<file path="src/rtl/data_ram_arbiter_pkg.sv">
// Shared types and helpers for the data RAM arbiter: default sizes, the
// arbiter FSM state type and the rotate-priority search function.
package data_ram_pkg;

    localparam int N_CORES_DEF = 4;
    localparam int ADDR_W_DEF  = 32;
    localparam int DATA_W_DEF  = 32;
    localparam int MAX_CORES   = 8;

    typedef enum logic [1:0] {
        IDLE,
        RUN,
        LOCKED
    } arb_state_t;

    // Walks from lowest to highest priority so the last hit wins; returns
    // 'last' unchanged when nothing is valid (callers qualify with |valid).
    function automatic int rr_next(input int last, input logic [MAX_CORES-1:0] valid, input int n);
        int pick;
        int idx;
        pick = last;
        for (int off = MAX_CORES; off >= 1; off--) begin
            if (off <= n) begin
                idx = last + off;
                if (idx >= n) begin
                    idx = idx - n;
                end
                if (valid[3'(idx)]) begin
                    pick = idx;
                end
            end
        end
        return pick;
    endfunction

endpackage

</file>
<file path="src/rtl/data_ram_arbiter_rr_pick.sv">
// Combinational rotate-priority picker: the search starts one past i_last
// and wraps, producing a one-hot grant plus its binary index.
module rr_pick
    import data_ram_pkg::*;
#(
    parameter int N_CORES = N_CORES_DEF,
    parameter int IDX_W   = $clog2(N_CORES)
) (
    input  logic [IDX_W-1:0]   i_last,
    input  logic [N_CORES-1:0] i_valid,
    output logic [N_CORES-1:0] o_grant,
    output logic [IDX_W-1:0]   o_idx,
    output logic               o_any
);

    always_comb begin
        o_any   = |i_valid;
        o_idx   = IDX_W'(rr_next(int'(i_last), MAX_CORES'(i_valid), N_CORES));
        o_grant = '0;
        for (int i = 0; i < N_CORES; i++) begin
            o_grant[i] = o_any && (o_idx == IDX_W'(i));
        end
    end

endmodule

</file>
<file path="src/rtl/data_ram_arbiter.sv">
// Round-robin arbiter merging N_CORES load/store channels onto one RAM port
// with a registered one-cycle response. Define ARB_LOCK_EN for locked RMW.
module data_ram_arbiter
    import data_ram_pkg::*;
#(
    parameter int N_CORES = N_CORES_DEF,
    parameter int ADDR_W  = ADDR_W_DEF,
    parameter int DATA_W  = DATA_W_DEF
) (
    input  logic                  i_clk,
    input  logic                  i_rst_n,
    input  logic [N_CORES-1:0]    i_req_valid,
    input  logic [N_CORES-1:0]    i_req_we,
    input  logic [N_CORES*ADDR_W-1:0] i_req_addr,
    input  logic [N_CORES*DATA_W-1:0] i_req_wdata,
`ifdef ARB_LOCK_EN
    input  logic [N_CORES-1:0]    i_req_lock,
`endif
    output logic [N_CORES-1:0]    o_req_ready,
    output logic [N_CORES-1:0]    o_rsp_valid,
    output logic [DATA_W-1:0]     o_rsp_rdata,
    output logic                  o_ram_we,
    output logic [ADDR_W-1:0]     o_ram_addr,
    output logic [DATA_W-1:0]     o_ram_wdata,
    input  logic [DATA_W-1:0]     i_ram_rdata
);

    localparam int IDX_W = $clog2(N_CORES);

    arb_state_t         r_state;
    logic [IDX_W-1:0]   r_last_grant;
    logic [N_CORES-1:0] r_rsp_valid;
    logic [DATA_W-1:0]  r_rsp_rdata;
    logic [N_CORES-1:0] w_eligible;
    logic [N_CORES-1:0] w_grant;
    logic [IDX_W-1:0]   w_idx;
    logic               w_any;

`ifdef ARB_LOCK_EN
    logic [IDX_W-1:0]   r_owner;
    logic [N_CORES-1:0] w_owner_mask;
    logic               w_lock;

    // While locked, every core except the owner is invisible to the picker.
    assign w_owner_mask = {{(N_CORES-1){1'b0}}, 1'b1} << r_owner;
    assign w_eligible   = (r_state == LOCKED) ? (i_req_valid & w_owner_mask) : i_req_valid;
    assign w_lock       = |(w_grant & i_req_lock);
`else
    assign w_eligible   = i_req_valid;
`endif

    rr_pick #(
        .N_CORES (N_CORES),
        .IDX_W   (IDX_W)
    ) u_pick (
        .i_last  (r_last_grant),
        .i_valid (w_eligible),
        .o_grant (w_grant),
        .o_idx   (w_idx),
        .o_any   (w_any)
    );

    assign o_req_ready = w_grant;
    assign o_rsp_valid = r_rsp_valid;
    assign o_rsp_rdata = r_rsp_rdata;

    always_comb begin
        o_ram_we    = 1'b0;
        o_ram_addr  = '0;
        o_ram_wdata = '0;
        for (int i = 0; i < N_CORES; i++) begin
            if (w_grant[i]) begin
                o_ram_we    = i_req_we[i];
                o_ram_addr  = i_req_addr[i*ADDR_W +: ADDR_W];
                o_ram_wdata = i_req_wdata[i*DATA_W +: DATA_W];
            end
        end
    end

    // Response capture and FSM; for stores rdata is the pre-write word.
    always_ff @(posedge i_clk or negedge i_rst_n) begin
        if (!i_rst_n) begin
            r_state      <= IDLE;
            r_last_grant <= IDX_W'(N_CORES - 1);
            r_rsp_valid  <= '0;
            r_rsp_rdata  <= '0;
`ifdef ARB_LOCK_EN
            r_owner      <= '0;
`endif
        end else begin
            r_rsp_valid <= w_grant;
            if (w_any) begin
                r_rsp_rdata  <= i_ram_rdata;
                r_last_grant <= w_idx;
            end
            case (r_state)
                IDLE, RUN: begin
                    r_state <= w_any ? RUN : IDLE;
`ifdef ARB_LOCK_EN
                    if (w_any && w_lock) begin
                        r_state <= LOCKED;
                        r_owner <= w_idx;
                    end
`endif
                end
`ifdef ARB_LOCK_EN
                LOCKED: begin
                    if (w_any && !w_lock) begin
                        r_state <= RUN;
                    end
                end
`endif
                default: r_state <= IDLE;
            endcase
        end
    end

endmodule

</file>
<file path="config.mk">
export PLATFORM = sky130hd
export DESIGN_NAME = data_ram_arbiter
export DESIGN_NICKNAME = d
export VERILOG_FILES = /design/src/rtl/data_ram_arbiter_pkg.sv /design/src/rtl/data_ram_arbiter_rr_pick.sv /design/src/rtl/data_ram_arbiter.sv
export SDC_FILE = /design/constraint.sdc
export NUM_CORES = 1
export LEC_CHECK = 0
export CAP_MARGIN = 0
export CORE_AREA = 3 3 154 156
export DETAILED_ROUTE_END_ITERATION = 6
export DIE_AREA = 0 0 157 159
export HOLD_SLACK_MARGIN = 0.03
export PLACE_DENSITY_LB_ADDON = 0.12
export RECOVER_POWER = 50
export SKIP_CTS_REPAIR_TIMING = 1
export SLEW_MARGIN = 20
export SYNTH_ARGS = -nofsm -noshare
export SYNTH_HDL_FRONTEND = slang
export SYNTH_SLANG_ARGS = --single-unit
</file>
<file path="constraint.sdc">
create_clock -name i_clk -period 2.4 [get_ports i_clk]
set_input_delay 0.24 -clock i_clk [delete_from_list [all_inputs] [get_ports i_clk]]
set_output_delay 0.24 -clock i_clk [all_outputs]
set_load 0.01 [all_outputs]
</file>
==> After elaboration in Yosys (flattened, before gate mapping) <==
Cells that the tools add are included.
Widths: inputs -> output; s select.
{ "totals": {"input_bits": 298, "register_bits": 38, "output_inout_bits": 105, "elab_cells": 60} }
{ "op_classes": {"eq_ne": 3, "reduce_logical": 6, "add_sub_neg": 8, "magnitude_cmp": 8, "mux": 32} }
{ "op_table": {"columns": ["cell", "n"], "rows": [
  ["$mux 32", 8],
  ["$ge 32x4->1 const B", 3],
  ["$lt 3x5->1 const B", 4],
  ["$bmux 1 s3", 4],
  ["$mux 1", 12],
  ["$mux 3", 4],
  ["$sub 3x3->3 const B", 4],
  ["$mux 2", 4],
  ["$add 2x2->3 const B", 2],
  ["$add 2x3->4 const B", 1],
  ["$eq 2x2->1 const B", 2],
  ["$ge 4x3->1 const B", 1],
  ["$logic_and 1x1->1", 4],
  ["$reduce_or 4->1", 1],
  ["$add 2x1->3 const B", 1],
  ["$eq 2x1->1 const B", 1],
  ["$logic_not 2->1", 1]
]} }

==> Depth between registers and ports, before layout <==
{ "depth": {"depth_word": 16, "mapped_depth": 9, "mapped_depth_nobuf": 6} }

==> Hierarchy <==
From an unflattened synthesis, not the netlist that was laid out.
{ "unflattened": {"hier_cells": 346, "hier_area_um2": 3125.5} }
{ "modules_own_cells": {"columns": ["module", "cells_per_inst", "instances", "area_each_um2", "seq_area_each_um2"], "rows": [
  ["data_ram_arbiter", 311, 1, 2845.2, 953.4],
  ["rr_pick", 35, 1, 280.3, 0.0]
]} }

==> Worst setup path before layout <==
Ideal clock, no wire load.
{ "synth_timing": {"path_type": "register to output", "start": "register r_last_grant[0]", "end": "output o_ram_addr[22]", "n_path_buf": 2, "stages_incl_launch_ff": 9, "path_slack_ps": 174, "arrival_ps": 1986, "t_required_ps": 2160, "path_cell_list": "dfstp_2 -> ha_1 -> mux2_2 -> o22ai_2 -> nor2_1 -> a21oi_2 -> buf_2 -> buf_2 -> o22ai_1"} }
{ "synth_between": {"elab_chain_len": 16} }
{ "synth_rtl": {"columns": ["item", "line", "source"], "rows": [
  ["from (decl)", "data_ram_arbiter.sv:31", "logic [IDX_W-1:0] r_last_grant;"],
  ["from (signal assigned)", "data_ram_arbiter.sv:84", "r_last_grant <= IDX_W'(N_CORES - 1);"],
  ["from (signal assigned)", "data_ram_arbiter.sv:94", "r_last_grant <= w_idx;"],
  ["parallel branches: the longest is 9 deep, another holds $ge 32x4->1", null, null],
  ["$mux 2 (*)", "data_ram_arbiter_pkg.sv:28", "if (valid[3'(idx)]) begin"],
  ["$logic_not 2->1", "data_ram_arbiter_rr_pick.sv:21", "o_grant[i] = o_any && (o_idx == IDX_W'(i));"],
  ["$logic_and 1x1->1", "data_ram_arbiter_rr_pick.sv:21", null],
  ["$mux 32 (3 in series)", "data_ram_arbiter.sv:72", "if (w_grant[i]) begin"],
  ["$mux 32 (*)", "data_ram_arbiter.sv:72", null],
  ["to (decl)", "data_ram_arbiter.sv:23", "output logic [ADDR_W-1:0] o_ram_addr,"]
]} }
Mark *: on every way between the ends. The select of a mux whose other input is x is not followed.

==> Worst setup path after layout <==
{ "layout_timing": {"start": "register r_last_grant[1]", "end": "output o_ram_wdata[30]"} }
{ "layout_between": {"elab_chain_len": 16} }
{ "layout_rtl": {"columns": ["item", "line", "source"], "rows": [
  ["parallel branches: the longest is 9 deep, another holds $ge 32x4->1", null, null],
  ["$mux 2 (*)", "data_ram_arbiter_pkg.sv:28", null],
  ["$logic_not 2->1", "data_ram_arbiter_rr_pick.sv:21", null],
  ["$logic_and 1x1->1", "data_ram_arbiter_rr_pick.sv:21", null],
  ["$mux 32 (3 in series)", "data_ram_arbiter.sv:72", null],
  ["$mux 32 (*)", "data_ram_arbiter.sv:72", null],
  ["to (decl)", "data_ram_arbiter.sv:24", "output logic [DATA_W-1:0] o_ram_wdata,"]
]} }
Marks and branches as above.

==> run metrics <==
max_slew headroom -41.6%; maximum net fanout on the critical path 6; clock latency of the later-clocked register in the worst-skew pair 0.27 ns; initial antenna violation count 0; placement-stage cell area 8070 um^2; cell breakdown of the critical path ha_4, mux2_4, o22ai_4, nor2_4, a21oi_4, buf_12, buf_12, clkbuf_16, o22ai_1, clkbuf_2; maxcap violations 1; Worst setup SP type register; height of the die 159 um; category of cells accounting for the largest share of critical-path delay flip-flops; run status complete, but fails checks; Finished Cell Area 8900 um^2; # rows 55; share of flip-flops with an asynchronous set or reset after synthesis 100%; horizontal extent of the die 157 um; master of the slowest instance on the critical path dfstp_2; maximum operating frequency 0.372 GHz; RSZ-0062 raised after global routing yes; CTS tree built; starting density of the core 15.4%; fraction of the cycle the final worst path needs 112%; min-delay worst type register to register; commonest non-fill, non-tap cell in the layout clkdlybuf4s50_1; routed via count divided by cell count 4.33; number of buffers and inverters on the critical path 4; actual transition at the worst max-transition pin 2.12 ns; number of diodes 0; per-instance average area after synthesis 10.5 um^2; power density cells 1380 nW/um^2; share of post-route cells with drive strength above 1 29.7%; Port Buffer Count 402; worst hold slack 0.493 ns; global-route wire length before repair 28700 um; CTS sink cnt 38; Final #Nets 1077; CORE AREA 22500 um^2; Die Area 25000 um^2; Cell variety after synth 29; number of synthesized flops with an enable pin 0; post-layout utilization of the core 39.6%; flop-to-flop setup slack 0.21 ns; gate count of the mapped netlist 330; arrival time at the worst endpoint 2.45 ns; largest net degree at the start of global routing 39; Max IR drop VDD 514 uV; static leakage 0.00391 uW; final setup violating endpoints 69; number of synthesis warnings 0; remaining number of nets flagged by the antenna check after routing 0; slack of the critical path -0.289 ns; max-slew violations 39; Crit path top cell by count buf_12; most frequent cells in the layout clkdlybuf4s50_1, mux2i_1, o22ai_1, dfrtp_1, clkbuf_2; register bit total from synthesis 38; half-perimeter wire length after placement 17500 um; wire length per cell 20.8 um; final hold vios 0; longest individual stage delay on the worst path 0.56 ns; clock-pin transition on the worst setup and hold timing paths 0.05 ns; part of the Yosys area used for sequential elements 27.6%; first-pass iteration count of the detailed router 4; total congestion overflow 0; GRT Overall Usage 14.9%; detailed-route via count 4604; Root Driver clkbuf_16; violations in the final reports capacitance limit, slew limit, setup timing; vias in the first global route 4807; CTS H-tree depth 2; most common flop cell mapped by yosys dfrtp_1; Worst setup EP type primary output; minimum clock period 2.69 ns; area growth from synthesis to layout 158%; TritonCTS Buffers 5; Max Buffers Root-to-Sink 2; min-delay src o_rsp_rdata[3]$_DFFE_PN0P_; Critical path origin r_last_grant[1]$_DFFE_PN1P_; DRC Markers 0; First DRT Iteration DRCs 151; Syn Nets 629; cell area after technology mapping 3460 um^2; origin of the critical flop-to-flop path r_last_grant[1]$_DFFE_PN1P_; critical path data required time 2.16 ns; top-level port count 403; Routed WL 22200 um; pre-CTS setup slack -0.466 ns; class of the most critical setup path register to primary output; routability-driven placement congestion ratio 0.849; clock skew after layout 0.00459 ns; total power of the final layout 12300 uW
==> synth_stat cells (2+ instances only) <==
| cell type | number | area (um^2) |
|---|---|---|
| buf_6 | 5 | 56.3 |
| buf_4 | 7 | 52.6 |
| a21oi_2 | 2 | 17.5 |
| o22ai_1 | 66 | 413 |
| dfstp_2 | 2 | 52.6 |
| mux2i_1 | 131 | 1310 |
| a21oi_1 | 2 | 10.0 |
| mux2_2 | 33 | 372 |
| dfrtp_1 | 36 | 901 |
| nor2b_1 | 2 | 12.5 |
| inv_1 | 4 | 15.0 |
| clkbuf_1 | 4 | 15.0 |
| clkbuf_4 | 4 | 30.0 |
| buf_2 | 12 | 60.1 |
| nor2_1 | 6 | 22.5 |
==> path summary, 6_finish.rpt <==
check | end | depth (start not counted)
min reg2reg | o_rsp_rdata[3]$_DFFE_PN0P_ | 1
min | o_rsp_rdata[3]$_DFFE_PN0P_ | 1
max in group asynchronous | o_rsp_valid[2]$_DFF_PN0_ | 1
max | o_ram_wdata[30] | 10
min in group asynchronous | o_rsp_rdata[5]$_DFFE_PN0P_ | 1
max reg2reg | o_rsp_valid[3]$_DFF_PN0_ | 9
==> kinds of logic after synthesis <==
logic type	share of synthesized area, %
AO/OA/AOI/OAI	14.3
adder cells (fa/ha/maj)	0.362
buffers and inverters	7.06
flip-flops	27.6
multiplexers	48.7
AND/OR/NAND/NOR	1.99
==> report_power, final <==
group          switching (uW)  internal, uW
Clock                     243           513
Combinational            4830          5900
Sequential               41.8           733
==> per-layer routing <==
metal | vias to the layer above | wire [um] | part of all wire [%] | track usage [%]
li1 | 2182 | - | - | -
met1 | 2206 | 8280 | 37 | 15.7
met2 | 200 | 12200 | 55 | 29.7
met3 | 16 | 1410 | 6.4 | 3.45
met4 | 0 | 270 | 1.2 | 2.59
met5 | - | 0 | 0 | 0
==> per-stage QoR <==
stage	TNS (ns)	cells
finish	-16.24	1063
global route	-23.30	1063
CTS	-44.14	1029
detailed placement	-25.80	1022
global placement	-25.49	1022
floorplan	0	330
==> cell type report <==
cell class | count | area, um^2
Clock buffer | 6 | 139
Clock inverter | 1 | 30.0
Timing Repair Buffer | 474 | 4790
Tap cell | 285 | 357
Fill cell | 2215 | 13600
Sequential cell | 38 | 953
Multi-Input combinational cell | 255 | 2620
Inverter | 4 | 15.0
==> flip-flops by register name (all words and copies together), names as in the netlist <==
| name | count |
|---|---|
| o_rsp_rdata | 32 |
| r_last_grant | 2 |
| o_rsp_valid | 4 |
Note: power is estimated with default switching activity, not from simulation.
